### config.mk
export PLATFORM = sky130hd
export DESIGN_NAME = uart_tx_io
export DESIGN_NICKNAME = d
export VERILOG_FILES = /design/src/rtl/uart_pkg.sv /design/src/rtl/uart_tx_io_sync_byte_fifo.sv /design/src/rtl/uart_tx_io.sv
export SDC_FILE = /design/constraint.sdc
export NUM_CORES = 1
export LEC_CHECK = 0
export ABC_AREA = 1
export CORE_UTILIZATION = 55
export CTS_BUF_LIST = sky130_fd_sc_hd__clkbuf_4
export DETAILED_ROUTE_END_ITERATION = 16
export PLACE_DENSITY = 0.78
export SYNTH_ARGS = -nofsm -noshare
export SYNTH_HDL_FRONTEND = slang
export SYNTH_SLANG_ARGS = --single-unit
export TNS_END_PERCENT = 1
### constraint.sdc
create_clock -name clk -period 3.03 [get_ports clk]
set_input_delay 0.606 -clock clk [delete_from_list [all_inputs] [get_ports clk]]
set_output_delay 0.606 -clock clk [all_outputs]
set_load 0.005 [all_outputs]
### src/rtl/uart_pkg.sv
// uart_pkg -- shared definitions for the UART transmitter peripheral.
//
// Contents:
//   REG_*            register select values seen on the bus addr field
//   CTRL_*_BIT       bit positions inside a CTRL write
//   ST_*_BIT         bit positions inside the status read-back word
//   tx_state_t       transmitter shifter state encoding
package uart_pkg;

   localparam logic [1:0] REG_TXDATA = 2'd0;
   localparam logic [1:0] REG_DIV    = 2'd1;
   localparam logic [1:0] REG_CTRL   = 2'd2;

   localparam int CTRL_CLR_OVF_BIT = 0;
   localparam int CTRL_FLUSH_BIT   = 1;

   localparam int ST_COUNT_W      = 8;
   localparam int ST_EMPTY_BIT    = 8;
   localparam int ST_FULL_BIT     = 9;
   localparam int ST_BUSY_BIT     = 10;
   localparam int ST_OVERFLOW_BIT = 11;

   typedef enum logic [1:0] {
      IDLE  = 2'd0,
      START = 2'd1,
      DATA  = 2'd2,
      STOP  = 2'd3
   } tx_state_t;

endpackage

### src/rtl/uart_tx_io_sync_byte_fifo.sv
// sync_byte_fifo -- single-clock byte FIFO with show-ahead output.
//
// Ports:
//   clk, rst     clock and synchronous active-high reset
//   flush        discard all contents (pointers and count return to zero)
//   push, din    write a byte; accepted when not full, or when full with a
//                pop in the same cycle
//   pop, dout    dout always shows the oldest entry; pop removes it
//   count        number of stored entries, 0..FIFO_DEPTH
//   full, empty  count == FIFO_DEPTH / count == 0
//
// dout is read combinationally so a consumer can take the head byte in the
// same cycle it pops it.
module sync_byte_fifo #(
   parameter int FIFO_DEPTH = 8
) (
   input  logic                        clk,
   input  logic                        rst,
   input  logic                        flush,
   input  logic                        push,
   input  logic [7:0]                  din,
   input  logic                        pop,
   output logic [7:0]                  dout,
   output logic [$clog2(FIFO_DEPTH):0] count,
   output logic                        full,
   output logic                        empty
);

   localparam int AW = $clog2(FIFO_DEPTH);
   localparam int CW = AW + 1;

   logic [7:0]    mem [FIFO_DEPTH];
   logic [AW-1:0] wr_ptr_reg;
   logic [AW-1:0] rd_ptr_reg;
   logic [CW-1:0] count_reg;
   logic          push_ok;
   logic          pop_ok;

   assign full    = (count_reg == CW'(FIFO_DEPTH));
   assign empty   = (count_reg == '0);
   assign pop_ok  = pop && !empty;
   // When full, a same-cycle pop frees the slot the write lands in.
   assign push_ok = push && (!full || pop_ok);

   assign dout  = mem[rd_ptr_reg];
   assign count = count_reg;

   always_ff @(posedge clk) begin
      if (push_ok) begin
         mem[wr_ptr_reg] <= din;
      end
   end

   // Power-of-two depth: pointers wrap by natural overflow.
   always_ff @(posedge clk) begin
      if (rst || flush) begin
         wr_ptr_reg <= '0;
         rd_ptr_reg <= '0;
         count_reg  <= '0;
      end else begin
         if (push_ok) begin
            wr_ptr_reg <= wr_ptr_reg + AW'(1);
         end
         if (pop_ok) begin
            rd_ptr_reg <= rd_ptr_reg + AW'(1);
         end
         case ({push_ok, pop_ok})
            2'b10:   count_reg <= count_reg + CW'(1);
            2'b01:   count_reg <= count_reg - CW'(1);
            default: count_reg <= count_reg;
         endcase
      end
   end

endmodule

### src/rtl/uart_tx_io.sv
// uart_tx_io -- memory-mapped 8N1 UART transmitter slave.
//
// Ports:
//   clk, rst   clock and synchronous active-high reset
//   we         write strobe for this slave
//   addr       0 = TXDATA (push byte), 1 = DIV, 2 = CTRL, 3 = ignored
//   wdata      bus write data
//   rdata      combinational read-back: divisor at addr 1, status elsewhere
//   tx         registered serial line, idle high
//   busy       frame in progress or bytes queued (registered)
//
// The shifter drives an internal line level; tx is that level delayed by
// one register, so a byte written to an idle block at edge k is popped at
// k+1 and the start bit appears on tx from k+2.
module uart_tx_io
   import uart_pkg::*;
#(
   parameter int FIFO_DEPTH  = 8,
   parameter int DIV_DEFAULT = 868,
   parameter int DIV_W       = 16
) (
   input  logic        clk,
   input  logic        rst,
   input  logic        we,
   input  logic [1:0]  addr,
   input  logic [31:0] wdata,
   output logic [31:0] rdata,
   output logic        tx,
   output logic        busy
);

   localparam int CW = $clog2(FIFO_DEPTH) + 1;

   tx_state_t        state_reg;
   tx_state_t        state_next;
   logic [DIV_W-1:0] div_reg;
   logic [DIV_W-1:0] div_wr;
   logic [DIV_W-1:0] frame_div_reg;
   logic [DIV_W-1:0] frame_div_next;
   logic [DIV_W-1:0] cnt_reg;
   logic [DIV_W-1:0] cnt_next;
   logic [7:0]       shift_reg;
   logic [7:0]       shift_next;
   logic [2:0]       bit_idx_reg;
   logic [2:0]       bit_idx_next;
   logic             line_reg;
   logic             line_next;
   logic             tx_reg;
   logic             busy_reg;
   logic             overflow_reg;

   logic             fifo_push;
   logic             fifo_pop;
   logic             fifo_flush;
   logic             fifo_full;
   logic             fifo_empty;
   logic [7:0]       fifo_dout;
   logic [CW-1:0]    fifo_count;

   logic             bit_done;
   logic             frame_load;
   logic             push_drop;
   logic             ovf_clear;
   logic [31:0]      status;
   logic             unused_wdata;

   // ---------------------------------------------------------------
   // Register decode
   // ---------------------------------------------------------------
   assign fifo_push  = we && (addr == REG_TXDATA);
   assign fifo_flush = we && (addr == REG_CTRL) && wdata[CTRL_FLUSH_BIT];
   assign ovf_clear  = we && (addr == REG_CTRL) && wdata[CTRL_CLR_OVF_BIT];
   assign push_drop  = fifo_push && fifo_full && !fifo_pop;
   assign div_wr     = wdata[DIV_W-1:0];

   // Only a subset of the bus word is decoded.
   assign unused_wdata = ^wdata;

   sync_byte_fifo #(
      .FIFO_DEPTH (FIFO_DEPTH)
   ) u_fifo (
      .clk   (clk),
      .rst   (rst),
      .flush (fifo_flush),
      .push  (fifo_push),
      .din   (wdata[7:0]),
      .pop   (fifo_pop),
      .dout  (fifo_dout),
      .count (fifo_count),
      .full  (fifo_full),
      .empty (fifo_empty)
   );

   assign bit_done = (cnt_reg == '0);

   // ---------------------------------------------------------------
   // State and datapath registers
   // ---------------------------------------------------------------
   always_ff @(posedge clk) begin
      if (rst) begin
         state_reg     <= IDLE;
         div_reg       <= DIV_W'(DIV_DEFAULT);
         frame_div_reg <= DIV_W'(DIV_DEFAULT);
         cnt_reg       <= '0;
         shift_reg     <= '0;
         bit_idx_reg   <= '0;
         line_reg      <= 1'b1;
         tx_reg        <= 1'b1;
         busy_reg      <= 1'b0;
         overflow_reg  <= 1'b0;
      end else begin
         state_reg     <= state_next;
         frame_div_reg <= frame_div_next;
         cnt_reg       <= cnt_next;
         shift_reg     <= shift_next;
         bit_idx_reg   <= bit_idx_next;
         line_reg      <= line_next;
         tx_reg        <= line_reg;
         busy_reg      <= (state_reg != IDLE) || !fifo_empty;
         if (we && (addr == REG_DIV)) begin
            // A zero divisor would stall the baud counter; clamp to 1.
            div_reg <= (div_wr == '0) ? DIV_W'(1) : div_wr;
         end
         if (ovf_clear) begin
            overflow_reg <= 1'b0;
         end else if (push_drop) begin
            overflow_reg <= 1'b1;
         end
      end
   end

   // ---------------------------------------------------------------
   // Next-state logic
   // ---------------------------------------------------------------
   always_comb begin
      state_next = state_reg;
      unique case (state_reg)
         IDLE:  if (!fifo_empty) state_next = START;
         START: if (bit_done) state_next = DATA;
         DATA:  if (bit_done && (bit_idx_reg == 3'd7)) state_next = STOP;
         STOP:  if (bit_done) state_next = fifo_empty ? IDLE : START;
      endcase
   end

   // ---------------------------------------------------------------
   // Output / datapath logic
   // ---------------------------------------------------------------
   always_comb begin
      fifo_pop       = 1'b0;
      frame_load     = 1'b0;
      frame_div_next = frame_div_reg;
      cnt_next       = cnt_reg;
      shift_next     = shift_reg;
      bit_idx_next   = bit_idx_reg;
      line_next      = line_reg;

      unique case (state_reg)
         IDLE: begin
            frame_load = !fifo_empty;
         end
         START: begin
            if (bit_done) begin
               cnt_next     = frame_div_reg - DIV_W'(1);
               bit_idx_next = 3'd0;
               line_next    = shift_reg[0];
            end else begin
               cnt_next = cnt_reg - DIV_W'(1);
            end
         end
         DATA: begin
            if (bit_done) begin
               cnt_next = frame_div_reg - DIV_W'(1);
               if (bit_idx_reg == 3'd7) begin
                  line_next = 1'b1;
               end else begin
                  // Shift right so the next data bit sits in bit 0.
                  bit_idx_next = bit_idx_reg + 3'd1;
                  shift_next   = {1'b0, shift_reg[7:1]};
                  line_next    = shift_reg[1];
               end
            end else begin
               cnt_next = cnt_reg - DIV_W'(1);
            end
         end
         STOP: begin
            if (bit_done) begin
               // Chain straight into the next start bit when data is queued.
               frame_load = !fifo_empty;
            end else begin
               cnt_next = cnt_reg - DIV_W'(1);
            end
         end
      endcase

      // Frame start: take the head byte and latch the divisor for the
      // whole frame so later DIV writes only affect following frames.
      if (frame_load) begin
         fifo_pop       = 1'b1;
         shift_next     = fifo_dout;
         frame_div_next = div_reg;
         cnt_next       = div_reg - DIV_W'(1);
         line_next      = 1'b0;
      end
   end

   // ---------------------------------------------------------------
   // Read-back
   // ---------------------------------------------------------------
   always_comb begin
      status                        = '0;
      status[ST_COUNT_W-1:0]        = ST_COUNT_W'(fifo_count);
      status[ST_EMPTY_BIT]          = fifo_empty;
      status[ST_FULL_BIT]           = fifo_full;
      status[ST_BUSY_BIT]           = busy_reg;
      status[ST_OVERFLOW_BIT]       = overflow_reg;
   end

   assign rdata = (addr == REG_DIV) ? 32'(div_reg) : status;
   assign tx    = tx_reg;
   assign busy  = busy_reg;

endmodule

; ---- Word level (Yosys, flattened, before mapping)
; Memory sizes are Yosys's and may differ from the RTL's. A register that Yosys moved wholly into a read port is not among the register bits.
; Cells that the tools add are included.
[totals]
input_bits = 37
register_bits = 75
mem_count = 1
word_cells = 109
output_inout_bits = 34
ramBits = 64
[op_classes]
eq_ne = 19
n_addsub = 8
n_mux = 33
n_reduce_logical = 35
[mem_list]
columns = name, words, word_bits, rd, rd_clocked_by_memory_dff, wr, line_no
row1 = u_fifo.mem, 8, 8, 1, 1, 1, uart_tx_io_sync_byte_fifo.sv:32  ; logic [7:0] mem [FIFO_DEPTH];
[ops]
columns = cell, n
row1 = $mux W16, 5
row2 = $sub A16 B1 Y16 const B, 3
row3 = $logic_not A16 Y1, 2
row4 = $mux W8, 4
row5 = $pmux W16 S2, 1
row6 = $mux W3, 5
row7 = $ne A2 B2 Y1 const B, 7
row8 = $logic_and A1 B1 Y1, 10
row9 = $reduce_bool A2 Y1, 5
row10 = $add A3 B1 Y3 const B, 3
row11 = $mux W1, 9
row12 = $ne A3 B3 Y1 const B, 3
row13 = $eq A2 B2 Y1 const B, 4
row14 = $mux W2, 4
row15 = $pmux W2 S4, 1
row16 = $pmux W4 S2, 1
row17 = $reduce_and A4 Y1, 2
row18 = $eq A2 B1 Y1 const B, 3
row19 = $pmux W3 S2, 1
row20 = $reduce_and A3 Y1, 2
row21 = $reduce_bool A3 Y1, 2
row22 = $add A4 B1 Y4 const B, 1
row23 = $eq A4 B4 Y1 const B, 1
row24 = $logic_not A2 Y1, 2
row25 = 8 further kinds, 14

; ---- Logic depth before layout (Yosys ltp)
; Gate-level depths: netlist (run 1).
[logic_depth]
word_depth = 10
ltp_mapped = 20
mapped_depth_nobuf = 20

; ---- Cells and area by module
; A second synthesis (run 1) with hierarchy kept.
[hier_totals]
hier_cells = 974
hier_area_um2 = 7704.9
[modules_own_cells]
columns = mod, area_per_inst_um2, cells_per_inst, seq_area_each_um2, instances
row1 = uart_tx_io, 4469.3, 714, 1301.2, 1
row2 = sync_byte_fifo, 3235.6, 260, 2182.1, 1

; ---- Worst setup path after synthesis (run 1)
; Ideal clock, no wire load.
[synth_timing]
path_type = register to register
from = register cnt_reg[0]
to = memory u_fifo.mem[0][0], enable pin
path_stages_with_launch = 14
arrival_time_ns = 1.898
period_less_slack_ns = 2.268
setup_slack_ns = 0.762
path_cell_list = dfxtp_1 > inv_1 > ha_1 > inv_1 > nor2_1 > nand2_1 > nor2_4 > nand3_2 > nand2_4 > nand2_4 > nand2_1 > nand2_2 > or2_4 > nor2_1
[synth_via]
elab_chain_cells = 9
[synth_lines]
columns = item, line_no
row1 = from (decl), uart_tx_io.sv:40  ; logic [DIV_W-1:0] cnt_reg;
row2 = from (signal assigned), uart_tx_io.sv:114  ; cnt_reg <= cnt_next;
row3 = $logic_not A16 Y1, uart_tx_io.sv:94  ; assign bit_done = (cnt_reg == '0);
row4 = $mux W1, uart_tx_io.sv:186  ; if (bit_done) begin
row5 = $pmux W1 S2, uart_tx_io.sv:157  ; unique case (state_reg)
row6 = $mux W1, uart_tx_io.sv:197  ; if (frame_load) begin
row7 = $logic_and A1 B1 Y1, uart_tx_io_sync_byte_fifo.sv:41  ; assign pop_ok = pop && !empty;
row8 = $logic_or A1 B1 Y1, uart_tx_io_sync_byte_fifo.sv:43  ; assign push_ok = push && (!full || pop_ok);
row9 = $logic_and A1 B1 Y1, uart_tx_io_sync_byte_fifo.sv:43
row10 = $mux W1, uart_tx_io_sync_byte_fifo.sv:49  ; if (push_ok) begin
row11 = $mux W1 (implied by the code), uart_tx_io_sync_byte_fifo.sv:50  ; mem[wr_ptr_reg] <= din;
row12 = to (decl), uart_tx_io_sync_byte_fifo.sv:32
; Every way passes these cells.

; ---- Final worst setup path (run 1)
[layout_timing]
from = input addr[0]
to = output rdata[3]
[layout_via]
elab_chain_cells = 2
[layout_lines]
columns = item, line_no
row1 = from (decl), uart_tx_io.sv:25  ; input logic [1:0] addr,
row2 = $eq A2 B1 Y1, uart_tx_io.sv:218  ; assign rdata = (addr == REG_DIV) ? 32'(div_reg) : status;
row3 = $mux W16, uart_tx_io.sv:218
row4 = to (decl), uart_tx_io.sv:27  ; output logic [31:0] rdata,
; Every way passes these cells.

==> results.sh, run 1 <==
export IMPL_hold_viol=0
export IMPL_hp_class="reg -> reg"
export IMPL_vias=6280
export IMPL_drtPass1Iterations=4
export IMPL_fillCellCount=1150
export IMPL_root_buffer="clkbuf_4"
export IMPL_endpoint_kind="output port"
export IMPL_cts_tree="done"
export IMPL_finalWirelength_um=17300
export IMPL_ir_drop_mv=0.417
export IMPL_wire_per_inst_um=15.1
export IMPL_start_kind="input pin"
export IMPL_ys_ff_latch=142
export IMPL_synth_largest_area_cell="edfxtp_1"
export IMPL_avgSynthCellArea_um2=7.97
export IMPL_yosys_warnings=0
export IMPL_initial_core_util_pct=57.1
export IMPL_die_area_mm2=0.0138
export IMPL_critPathBufInv=4
export IMPL_clock_latency_ns=0.56
export IMPL_gp_congestion=0.916
export IMPL_first_iter_violations=441
export IMPL_fin_ws_ns=0.248
export IMPL_worst_hold_slack_ns=0.480
export IMPL_path_max_fanout=15
export IMPL_grt_first_pass_wirelength_um=28500
export IMPL_num_rows=41
export IMPL_cts_max_level=4
export IMPL_synth_main_ff_cell="dfxtp_1"
export IMPL_crit_required_ns=2.42
export IMPL_cp_slowest_stage_delay_ns=0.54
export IMPL_worst_pin_slew_ns=0.802
export IMPL_setup_violations_final=0
export IMPL_clk_pin_slew_ns=0.11
export IMPL_crit_top_cell="clkdlybuf4s50_1"
export IMPL_p_sw_mw=2.70
export IMPL_min_period_over_period_pct=91.8
export IMPL_io_buffer_count=38
export IMPL_largest_register_ffs=64
export IMPL_crit_slowest_cell="clkdlybuf4s50_1"
export IMPL_overflow=0
export IMPL_clock_sinks=142
export IMPL_crit_start="addr[0]"
export IMPL_use_met2_pct=38.7
export IMPL_dp_slack_ns=0.171
export IMPL_p_seq_share_pct=37.8
export IMPL_hold_path_startpoint="bit_idx_reg[1]$_SDFFE_PP0P_"
export IMPL_synth_cell_type_count=42
export IMPL_numCtsBuffers=17
export IMPL_drc_errors=0
export IMPL_min_period_ns=2.78
export IMPL_design_area_mm2=0.00813
export IMPL_p_leak_nw=3.29
export IMPL_rr_startpoint="cnt_reg[0]$_SDFFE_PP0P_"
export IMPL_slew_headroom_pct=46.5
export IMPL_antenna_left=0
export IMPL_busiest_layer="met2"
export IMPL_seq_area_frac_synth_pct=47.5
export IMPL_cp_data_arrival_time_ns=2.18
export IMPL_syn_inst=919
export IMPL_outcome="completed"
export IMPL_use_met3_pct=5.16
export IMPL_synth_edf_count=64
export IMPL_ctsLongestPathBuffers=2
export IMPL_rsz0062_at_grt="no"
export IMPL_crit_family="buffers and inverters"
export IMPL_nets=1011
export IMPL_combPwrFrac_pct=42.5
export IMPL_top_register="u_fifo.mem"
export IMPL_crit_path_cell_trace="clkdlybuf4s50_1 > inv_1 > nor2_1 > inv_2 > o21ai_0 > clkdlybuf4s50_1"
export IMPL_grtUsageMet1_pct=38.2
export IMPL_async_flop_share_pct=0
export IMPL_dpl_cell_count=1113
export IMPL_powerDensity_mw_per_mm2=801
export IMPL_grt_total_usage_pct=26.6
export IMPL_worstSetupPathType="in -> out"
export IMPL_power_total_mw=6.51
export IMPL_p_clk_share_pct=19.7
export IMPL_die_y_um=117
export IMPL_antenna_found_initial=1
export IMPL_max_freq_mhz=359
export IMPL_num_io_pins=71
export IMPL_synthTopCellsByArea="edfxtp_1, dfxtp_1, nand2_1"
export IMPL_fin_cells=1145
export IMPL_syn_to_final_growth_pct=11.0
export IMPL_setup_tns_ns=0
export IMPL_fin_util_pct=63.4
export IMPL_p_int_mw=3.81
export IMPL_drive_above_1_share_pct=7.92
export IMPL_placed_area_mm2=0.00783
export IMPL_synth_top_cell_area_share_pct=26.2
export IMPL_grt_max_degree=50
export IMPL_maxCapViolations=0
export IMPL_swShare_pct=41.5
export IMPL_syn_area_mm2=0.00733
export IMPL_grt_pass1_vias=5763
export IMPL_dpl_hpwl_um=12100
export IMPL_slew_violations=0
export IMPL_viasPerCell=5.48
export IMPL_clock_skew_final_ns=0.0188
export IMPL_coreArea_mm2=0.0128
export IMPL_die_x_um=117
cell families after synthesis:
group,synth area share (%)
buffers and inverters,8.73
other,0.0512
AO/OA/AOI/OAI,14.5
adder cells (fa/ha/maj),2.39
flip-flops,47.5
AND/OR/NAND/NOR,24.2
XOR/XNOR,2.51
final cells by class:
| type | instances | area (um2) | area share [%] |
|---|---|---|---|
| clock buffers | 18 | 135 | 1.66 |
| clock inverters | 13 | 165 | 2.03 |
| well taps | 172 | 215 | 2.65 |
| flip-flops and latches | 142 | 3480 | 42.9 |
| diodes | 1 | 2.50 | 0.0308 |
| multi-input cells | 651 | 3260 | 40.1 |
| repair buffers | 58 | 531 | 6.53 |
| inverters | 90 | 338 | 4.16 |
per-layer routing:
metal | part of all wire, % | up-vias
met4 | 2.4 | 0
met1 | 48 | 2870
li1 | - | 3144
met2 | 42 | 232
met5 | 0 | -
met3 | 7.5 | 34
cells in the final DEF, fill, tap and decap left out, types with 6 or more instances in the layout:
master | Yosys | layout
clkdlybuf4s50_1 | 0 | 38
nor3_1 | 14 | 14
ha_1 | 14 | 14
o22ai_1 | 15 | 15
buf_4 | 17 | 20
nand2_1 | 178 | 178
a21oi_1 | 41 | 41
nand3_1 | 59 | 59
a31oi_1 | 12 | 12
clkbuf_4 | 0 | 18
nor2_1 | 123 | 123
xor2_1 | 16 | 16
conb_1 | 1 | 16
inv_1 | 88 | 87
o21ai_0 | 91 | 91
o211ai_1 | 11 | 11
edfxtp_1 | 64 | 64
a211oi_1 | 9 | 9
dfxtp_1 | 78 | 78
nand4_1 | 6 | 6
worst paths after layout:
| kind | cells past startpoint | endpoint | slack [ns] |
|---|---|---|---|
| worst max-delay path | 6 | rdata[3] | 0.25 |
| worst min register to register | 2 | bit_idx_reg[1]$_SDFFE_PP0P_ | 0.48 |
| worst max register to register | 14 | u_fifo.mem[6][2]$_DFFE_PP_ | 0.50 |
| worst min-delay path | 2 | bit_idx_reg[1]$_SDFFE_PP0P_ | 0.48 |
repair_timing:
action | CTS | global route
hold buffers | 0 | 0
endpoints found under the setup margin | 0 | 1
resized for setup | 0 | 1
buffers inserted | 0 | 0
worst min-delay path, stage by stage, from the launching register on:
cell and delay [ns]:
dfxtp_1 0.33, nand2_1 0.06, a21oi_1 0.05
synth_stat cells (all sizes together) (6+ instances only):
master	number
nand4	6
o21ai	94
xor2	16
ha	14
o211ai	13
dfxtp	78
a31oi	12
or2	7
a211oi	9
nor3	15
nand2	183
inv	89
nand3	63
a21oi	43
edfxtp	64
o22ai	15
clkbuf	23
buf	28
nor2	130
power by group through the flow:
stage / combinational (mW) / clock (mW) / sequential, mW
2_1_floorplan: 2.23 / 0 / 2.45
3_3_place_gp: 2.68 / 0 / 2.50
3_5_place_dp: 2.73 / 0 / 2.50
4_1_cts: 2.75 / 1.29 / 2.46
5_1_grt: 3.16 / 1.37 / 2.50
6_report: 2.77 / 1.28 / 2.46
(Power assumes the default switching activity.)
==> run 2: changes to the inputs <==
--- a/config.mk
+++ b/config.mk
@@ -10,6 +10,7 @@
 export CTS_BUF_LIST = sky130_fd_sc_hd__clkbuf_4
 export DETAILED_ROUTE_END_ITERATION = 16
 export PLACE_DENSITY = 0.78
+export SLEW_MARGIN = 20
 export SYNTH_ARGS = -nofsm -noshare
 export SYNTH_HDL_FRONTEND = slang
 export SYNTH_SLANG_ARGS = --single-unit
==> results of run 2 <==
The final DEF is identical to that of run 1; final timing and power are the same.
==> edit (flow settings as in run 2) <==
`FIFO_DEPTH` is set to 8 in 2 places; all go to 16.
--- a/src/rtl/uart_tx_io_sync_byte_fifo.sv
+++ b/src/rtl/uart_tx_io_sync_byte_fifo.sv
@@ -12,7 +12,7 @@
 // dout is read combinationally so a consumer can take the head byte in the
 // same cycle it pops it.
 module sync_byte_fifo #(
-   parameter int FIFO_DEPTH = 8
+   parameter int FIFO_DEPTH = 16
 ) (
    input  logic                        clk,
    input  logic                        rst,
--- a/src/rtl/uart_tx_io.sv
+++ b/src/rtl/uart_tx_io.sv
@@ -15,7 +15,7 @@
 module uart_tx_io
    import uart_pkg::*;
 #(
-   parameter int FIFO_DEPTH  = 8,
+   parameter int FIFO_DEPTH  = 16,
    parameter int DIV_DEFAULT = 868,
    parameter int DIV_W       = 16
 ) (
Function: changed (a bounded check fails within 10 cycles, from zero or initial values and one cycle with rst high).
==> edit against run 2 <==
  * Global-route usage up 1.4 points
  * Sequential power is 45% higher
  * Total power increased by 41%
  * Routed wire length grew 46%
  * Sequential cell count is 68 higher
  * Via count rose by 31%
  * Clock power rose by 95%
  * Core utilization grew 1.8 points
  * Synthesized cell count rose by 15%
  * Combinational power rose by 12%
  * Setup slack worse by 0.084 ns
  * Clock skew is 0.014 ns higher
  * Cell area increased by 39%
  * Synthesized area is 34% higher
  * Critical path type unchanged
==> edit: results <==
group,metric,value,unit
status,outcome,"complete, no violations",
clock_network,clock_latency,0.68,ns
cells_and_area,finalNonFillerCells,1420,
placement,place.gp.congestion,0.9053,
drt,viasPerCell,5.780,
logic_synthesis,synth_ff_type,"edfxtp_1",
global_routing,grtUsageTotal,27.99,%
worst_setup_path,arrival,2.26,ns
cells_and_area,largest_register_ff_count,128,
power_and_ir_drop,p_sw_share,37.25,%
power_and_ir_drop,leakagePower,4.291,nW
placement,dp.cells,1322,
global_routing,grt_pass1_vias,7453,
placement,dpl-instance-area,0.01059,mm2
logic_synthesis,ys_types,50,
sta,whs,0.4639,ns
sta,fin_worst_skew,0.03289,ns
cells_and_area,finalNetCount,1205,
global_routing,grt_pass1_wl,39.13,mm
global_routing,antenna_found_initial,0,
placement,dpl.hpwl,16.84,mm
clock_network,clockBufferDepth,3,
power_and_ir_drop,p_comb,0.00310,W
clock_network,clkTransAtPathRegs,0.06,ns
worst_setup_path,cp_max_fo,14,
power_and_ir_drop,vdd_drop_max,0.4455,mV
drt,drtIter0Drc,980,
worst_setup_path,ff2ff_setup_slack,0.23,ns
## edit: cell types whose count changed in the layout (fill, tap and decap cells not counted), sizes merged, moves of 24 or more
cell,change
edfxtp,+64
o21ai,+48
nor2,+40
o221ai,+24
clkbuf,+66
nand2,-59
buf,+27
## edit: cell type report
type,count,area [um2],area share (%)
clock inverters,14,90.09,0.7965
inverters,91,341.6,3.020
multi-input cells,711,3735,33.02
flip-flops and latches,210,5487,48.51
well taps,225,281.5,2.489
clock buffers,84,630.6,5.575
repair buffers,85,745.7,6.593
## edit: worst paths after layout
kind                                      from                 to  cells after the start
worst max-delay path                   addr[0]          rdata[11]                      6
worst min-delay path            bit_idx_reg[0]     bit_idx_reg[0]                      1
worst max register to register      cnt_reg[0]  u_fifo.mem[10][4]                     11
worst min register to register  bit_idx_reg[0]     bit_idx_reg[0]                      1
## edit: cell families after synthesis
| logic type | share of synthesized area (%) |
|---|---|
| AO/OA/AOI/OAI | 17.01 |
| XOR/XNOR | 1.602 |
| adder cells (fa/ha/maj) | 2.161 |
| buffers and inverters | 6.878 |
| flip-flops | 55.74 |
| multiplexers | 0.1144 |
| other | 0.03811 |
| AND/OR/NAND/NOR | 16.45 |
## edit: metrics by stage
stage,setup slack [ns],power (W)
after floorplan,0.6459,0.005860
after global placement,0.1940,0.006537
after detailed placement,0.1530,0.006645
after CTS,0.1543,0.009131
after global routing,0.04136,0.009692
final,0.1643,0.009146
## edit: layer usage
layer  up-vias  GRT usage (%)  routed length, um
met2       370          42.63              11740
met1      3878          39.51              10900
met4         0          9.114                471
li1       3910              -                  -
met5         -              0                  0
met3        49          6.322               2159
